**config.mk**
```make
export PLATFORM = sky130hd
export DESIGN_NAME = matmul_sequencer
export DESIGN_NICKNAME = d
export VERILOG_FILES = /design/src/rtl/matmul_sequencer.sv
export SDC_FILE = /design/constraint.sdc
export NUM_CORES = 2
export LEC_CHECK = 0
export CAP_MARGIN = 20
export CORE_MARGIN = 2
export CORE_UTILIZATION = 55
export CTS_CLUSTER_SIZE = 14
export DETAILED_ROUTE_END_ITERATION = 8
export GPL_ROUTABILITY_DRIVEN = 0
export PLACE_DENSITY_LB_ADDON = 0.1
export SLEW_MARGIN = 40
export SYNTH_ARGS = -nofsm -noshare
export SYNTH_HDL_FRONTEND = slang
export SYNTH_SLANG_ARGS = --single-unit
export TNS_END_PERCENT = 1
```
**constraint.sdc**
```tcl
create_clock -name wb_clk_i -period 21.2 [get_ports wb_clk_i]
set_input_delay 4.24 -clock wb_clk_i [delete_from_list [all_inputs] [get_ports wb_clk_i]]
set_output_delay 4.24 -clock wb_clk_i [all_outputs]
set_load 0.1 [all_outputs]
```
**src/rtl/matmul_sequencer.sv**
```systemverilog
// matmul_sequencer: walks A and B in the shared matrix memory, multiply-
// accumulates each C element and writes it back over a request/grant port.
module matmul_sequencer #(
    parameter int DATA_W  = 32,
    parameter int ADDR_W  = 10,
    parameter int MAX_DIM = 16
) (
    input  logic              wb_clk_i,
    input  logic              wb_rst_i,
    input  logic              start,
    input  logic [2:0]        op,
    input  logic [7:0]        w_a,
    input  logic [7:0]        h_a,
    input  logic [7:0]        w_b,
    input  logic [7:0]        h_b,
    input  logic [ADDR_W-1:0] base_a,
    input  logic [ADDR_W-1:0] base_b,
    input  logic [ADDR_W-1:0] base_c,
    output logic              mem_req,
    output logic              mem_we,
    output logic [ADDR_W-1:0] mem_addr,
    output logic [DATA_W-1:0] mem_wdata,
    input  logic              mem_gnt,
    input  logic [DATA_W-1:0] mem_rdata,
    output logic              busy,
    output logic              done,
    output logic              err
);

    typedef enum logic [2:0] {
        IDLE, CHECK, RD_A, RD_B, ACC, WR_C, FIN
    } state_t;

    localparam logic [7:0] MAX_D = 8'(MAX_DIM);

    state_t            state_q, state_d;
    logic [2:0]        op_q;
    logic [7:0]        wa_q, ha_q, wb_q, hb_q;
    logic [ADDR_W-1:0] ba_q, bb_q, bc_q;
    logic [7:0]        i_q, j_q, k_q;
    logic [DATA_W-1:0] acc_q, opa_q;
    logic              a_gnt_q, err_q;
    logic              illegal, k_last, last_elem;
    logic [ADDR_W-1:0] addr_a, addr_b, addr_c;

    assign illegal = (op_q != 3'd1) || (wa_q != hb_q)
                  || (wa_q == 8'd0) || (ha_q == 8'd0)
                  || (wb_q == 8'd0) || (hb_q == 8'd0)
                  || (wa_q > MAX_D) || (ha_q > MAX_D)
                  || (wb_q > MAX_D) || (hb_q > MAX_D);

    assign k_last    = (k_q == wa_q - 8'd1);
    assign last_elem = (i_q == ha_q - 8'd1) && (j_q == wb_q - 8'd1);

    assign addr_a = ba_q + ADDR_W'(i_q) * ADDR_W'(wa_q) + ADDR_W'(k_q);
    assign addr_b = bb_q + ADDR_W'(k_q) * ADDR_W'(wb_q) + ADDR_W'(j_q);
    assign addr_c = bc_q + ADDR_W'(i_q) * ADDR_W'(wb_q) + ADDR_W'(j_q);

    assign busy = (state_q != IDLE);
    assign done = (state_q == FIN);
    assign err  = err_q;

    // State register
    always_ff @(posedge wb_clk_i) begin
        if (wb_rst_i) state_q <= IDLE;
        else          state_q <= state_d;
    end

    // Next-state and memory port drive; port fields only depend on
    // registered state so they hold steady across a stalled request
    always_comb begin
        state_d   = state_q;
        mem_req   = 1'b0;
        mem_we    = 1'b0;
        mem_addr  = '0;
        mem_wdata = '0;
        unique case (state_q)
            IDLE:  if (start) state_d = CHECK;
            CHECK: state_d = illegal ? FIN : RD_A;
            RD_A: begin
                mem_req  = 1'b1;
                mem_addr = addr_a;
                if (mem_gnt) state_d = RD_B;
            end
            RD_B: begin
                mem_req  = 1'b1;
                mem_addr = addr_b;
                if (mem_gnt) state_d = ACC;
            end
            ACC:   state_d = k_last ? WR_C : RD_A;
            WR_C: begin
                mem_req   = 1'b1;
                mem_we    = 1'b1;
                mem_addr  = addr_c;
                mem_wdata = acc_q;
                if (mem_gnt) state_d = last_elem ? FIN : RD_A;
            end
            FIN:     state_d = IDLE;
            default: state_d = IDLE;
        endcase
    end

    // Parameter latch, loop counters, operand capture and accumulator
    always_ff @(posedge wb_clk_i) begin
        if (wb_rst_i) begin
            op_q    <= '0;
            wa_q    <= '0;
            ha_q    <= '0;
            wb_q    <= '0;
            hb_q    <= '0;
            ba_q    <= '0;
            bb_q    <= '0;
            bc_q    <= '0;
            i_q     <= '0;
            j_q     <= '0;
            k_q     <= '0;
            acc_q   <= '0;
            opa_q   <= '0;
            a_gnt_q <= 1'b0;
            err_q   <= 1'b0;
        end else begin
            a_gnt_q <= (state_q == RD_A) && mem_gnt;
            case (state_q)
                IDLE: if (start) begin
                    op_q  <= op;
                    wa_q  <= w_a;
                    ha_q  <= h_a;
                    wb_q  <= w_b;
                    hb_q  <= h_b;
                    ba_q  <= base_a;
                    bb_q  <= base_b;
                    bc_q  <= base_c;
                    err_q <= 1'b0;
                end
                CHECK: begin
                    if (illegal) begin
                        err_q <= 1'b1;
                    end else begin
                        i_q   <= '0;
                        j_q   <= '0;
                        k_q   <= '0;
                        acc_q <= '0;
                    end
                end
                RD_B: if (a_gnt_q) opa_q <= mem_rdata;
                ACC: begin
                    acc_q <= acc_q + opa_q * mem_rdata;
                    if (!k_last) k_q <= k_q + 8'd1;
                end
                WR_C: if (mem_gnt) begin
                    k_q   <= '0;
                    acc_q <= '0;
                    if (j_q == wb_q - 8'd1) begin
                        j_q <= '0;
                        i_q <= i_q + 8'd1;
                    end else begin
                        j_q <= j_q + 8'd1;
                    end
                end
                default: ;
            endcase
        end
    end

endmodule

```
==> impl_results.md <==
- P per Cell Area: 27.72 mW/mm^2
- CTS clk-pin slew, worst paths: 70 ps
- Vias in the first global route: between 20000 and 25000
- Number of synthesized flops with an enable pin: 0
- Worst Max-Slew Pin Slew: approximately 920 ps
- Syn avg cell area: 8.567 um^2
- Largest net degree at the start of global routing: approximately 90
- Clk Latency, worst-skew pair: between 400 and 500 ps
- Final Critical Period: between 10000 and 15000 ps
- CP Capture Type: flop
- Post-CTS Setup Bufs: 0
- Worst endpoint required time: between 20000 and 25000 ps
- Nets: around 4300
- Maximum Capacitance Violations: 0
- Core Region: roughly 0.052 mm^2
- Switching part of the total: about 36%
- H-tree Lvls: 4
- DR iter-0 viols: between 1000 and 1500
- Most common flop cell mapped by yosys: dfxtp_1
- Switching component of the power: 0.0003151 W
- Final antenna-violating net count: 0
- Clk buf depth: 2
- Worst Hold Slack: between 400 and 500 ps
- Grt ovf: 0
- Area Overhead vs Synth: 7.317%
- Ratio of cells with drive above 1 in the final layout: under 10%
- Post-CTS Hold Fix Bufs: 0
- CTS tree: yes
- Total GRT Usage: 31.42%
- Status: complete, no violations
- Post-CTS Resized: 0
- Met2 Usage GRT: between 40% and 50%
- Fill count: around 4700
- Clk pwr share: around 37%
- Yosys reg bits: around 160
- Setup TNS: 0 ps
- # IOs: approximately 150
- Met1 Track Usage GR: 44.29%
- Sequential area share after synthesis: 10.87%
- Final slew viol count: 0
- Vias/cell: roughly 5.5
- CP top delay family: adder cells
- Comb power frac: between 20% and 30%
- Worst path max stage delay: 890 ps
- Leakage: approximately 15 nW
- CP Data Arrival Time: 11930 ps
- RSZ-0062 raised after global routing: no
- Slew headroom: 38.60%
- Fmax: 86.58 MHz
- Final period utilization: 54.48%
- Busiest grt layer: met2
- Net Count, Synth: 4252
- Mapped Cells: 3397
- WL per Instance: just under 20 um
- Yosys warnings: 0
- Asr flop ratio synth: 0%
- Worst-path fanout max: 21
- Clock root buffer master: clkbuf_16
- Pint: around 0.00055 W
- Met3 GRT Util: around 5.4%
- Seq pwr share: 39.1%
- Die height: between 200 and 250 um
- WL final: about 82 mm
- First-pass GRT wire length: ~130 mm
- Initial antenna violation count: 0
- Min-Delay Path Class: reg2reg
- CP max-delay cell: clkdlybuf4s50_1
- Peak VDD IR: around 65 uV
- Final setup skew: around 10 ps
- Netlist cell types: 60
- Synthesized area: 0.02910 mm^2
- TritonCTS Buffers: 17
- Final HPWL DP: 62.53 mm
- FP Rows: between 80 and 90
- Setup crit start kind: primary input
- Final setup violating endpoints: 0
- Clock Sinks: 158
- Die X: around 230 um
- Via Count: between 20000 and 25000
- Port buffer count: 147
- Most frequent CP cell: fa_1
- Drt drc: 0
- Hold Vio Cnt, Final: 0
- First drt pass iteration count: 7
- Diode count: 0
- Die Footprint: 0.05477 mm^2
- Critical path type: in2reg
- Initial Util: 55.49%
- Buffers & Inverters on Critical Path: 7
==> cell type report <==
class / count / area [um^2] / area share [%]
well taps: 688 / 860.8 / 2.756
flip-flops and latches: 158 / 3174 / 10.16
clock buffers: 18 / 439.2 / 1.406
multi-input cells: 2377 / 22700 / 72.67
inverters: 674 / 2530 / 8.100
clock inverters: 13 / 127.6 / 0.4086
repair buffers: 175 / 1403 / 4.491
==> power by group through the flow <==
| stage | combinational [W] | clock [W] | sequential, W |
|---|---|---|---|
| floorplan | 0.000147 | 0 | 0.000327 |
| global placement | 0.000202 | 0 | 0.000344 |
| detailed placement | 0.000205 | 0 | 0.000345 |
| CTS | 0.000206 | 0.000327 | 0.000338 |
| global route | 0.000227 | 0.000336 | 0.000341 |
| finish | 0.000206 | 0.000321 | 0.000339 |
==> kinds of logic (layout without fill, tap and decap cells) <==
kind of cell,Yosys count,in the layout,share of synthesized area (%)
AO/OA/AOI/OAI,304,304,6.432
XOR/XNOR,198,198,5.959
adder cells (fa/ha/maj),754,754,46.50
buffers and inverters,862,880,11.24
flip-flops,158,158,10.87
multiplexers,6,6,0.2107
AND/OR/NAND/NOR,1115,1115,18.79
==> cells in the final DEF (no fill, tap or decap), types with 20 or more instances in the layout <==
| cell | instances |
|---|---|
| and2_1 | 402 |
| o21ai_0 | 35 |
| a22oi_1 | 20 |
| buf_4 | 28 |
| xnor2_1 | 135 |
| xor2_1 | 63 |
| a21o_1 | 28 |
| nand2_1 | 514 |
| fa_1 | 546 |
| dfxtp_1 | 149 |
| inv_1 | 672 |
| nor2_1 | 91 |
| buf_2 | 56 |
| a21oi_1 | 153 |
| clkdlybuf4s50_1 | 90 |
| ha_1 | 208 |
| nor3_1 | 22 |
==> synth_stat cells (12+ instances only) <==
cell type,number,area [um^2]
nor3_1,23,115.1
xnor2_1,135,1182
nand4_1,15,93.84
a22oi_1,20,150.1
clkbuf_1,173,649.4
inv_1,673,2526
xor2_1,63,551.8
fa_1,546,10930
a21o_1,28,210.2
dfxtp_1,158,3163
ha_1,208,2603
a21oi_1,154,770.7
a22o_1,12,105.1
nand2_1,516,1937
nor2_1,92,345.3
o21ai_0,35,175.2
and2_1,403,2521
==> final timing paths <==
| kind | from | to | slack (ps) | cells after the start |
|---|---|---|---|---|
| worst max-delay path | mem_rdata[12] | acc_q[30] | 9650 | 27 |
| worst min-delay path | ba_q[5] | ba_q[5] | 460 | 2 |
| worst max register to register | opa_q[6] | acc_q[30] | 13320 | 26 |
| worst min register to register | ba_q[5] | ba_q[5] | 460 | 2 |
==> flip-flops by register name (all words and copies together), names as in the netlist, 8 cells and up <==
| signal | count |
|---|---|
| acc_q | 32 |
| opa_q | 32 |
| ba_q | 10 |
| bb_q | 10 |
| bc_q | 10 |
| ha_q | 8 |
| hb_q | 8 |
| i_q | 8 |
| j_q | 8 |
| k_q | 8 |
| wa_q | 8 |
| wb_q | 8 |
==> stage by stage <==
| step | std cells | utilization [%] | area [um^2] | power, W | setup WS (ps) |
|---|---|---|---|---|---|
| finish | 4103 | 59.55 | 31230 | 0.0008659 | 9649 |
| global route | 4103 | 59.55 | 31230 | 0.0009043 | 9249 |
| CTS | 4103 | 59.57 | 31240 | 0.0008707 | 9619 |
| detailed placement | 4072 | 58.49 | 30670 | 0.0005492 | 9091 |
| global placement | 4072 | 58.95 | 30920 | 0.0005460 | 8907 |
| floorplan | 3397 | - | 29100 | 0.0004732 | 10260 |
==> tightest hold or removal path, stage by stage (launching register included) <==
cell     delay [ps]
dfxtp_1         310
nand2_1          50
a21oi_1          50
==> per-layer routing <==
metal	share of wire [%]	vias to the layer above	routed length, um
li1	-	10117	-
met1	44	11381	36030
met2	46	791	37470
met3	7.3	148	5944
met4	2.6	0	2151
met5	0	-	0
(Power assumes the default switching activity.)
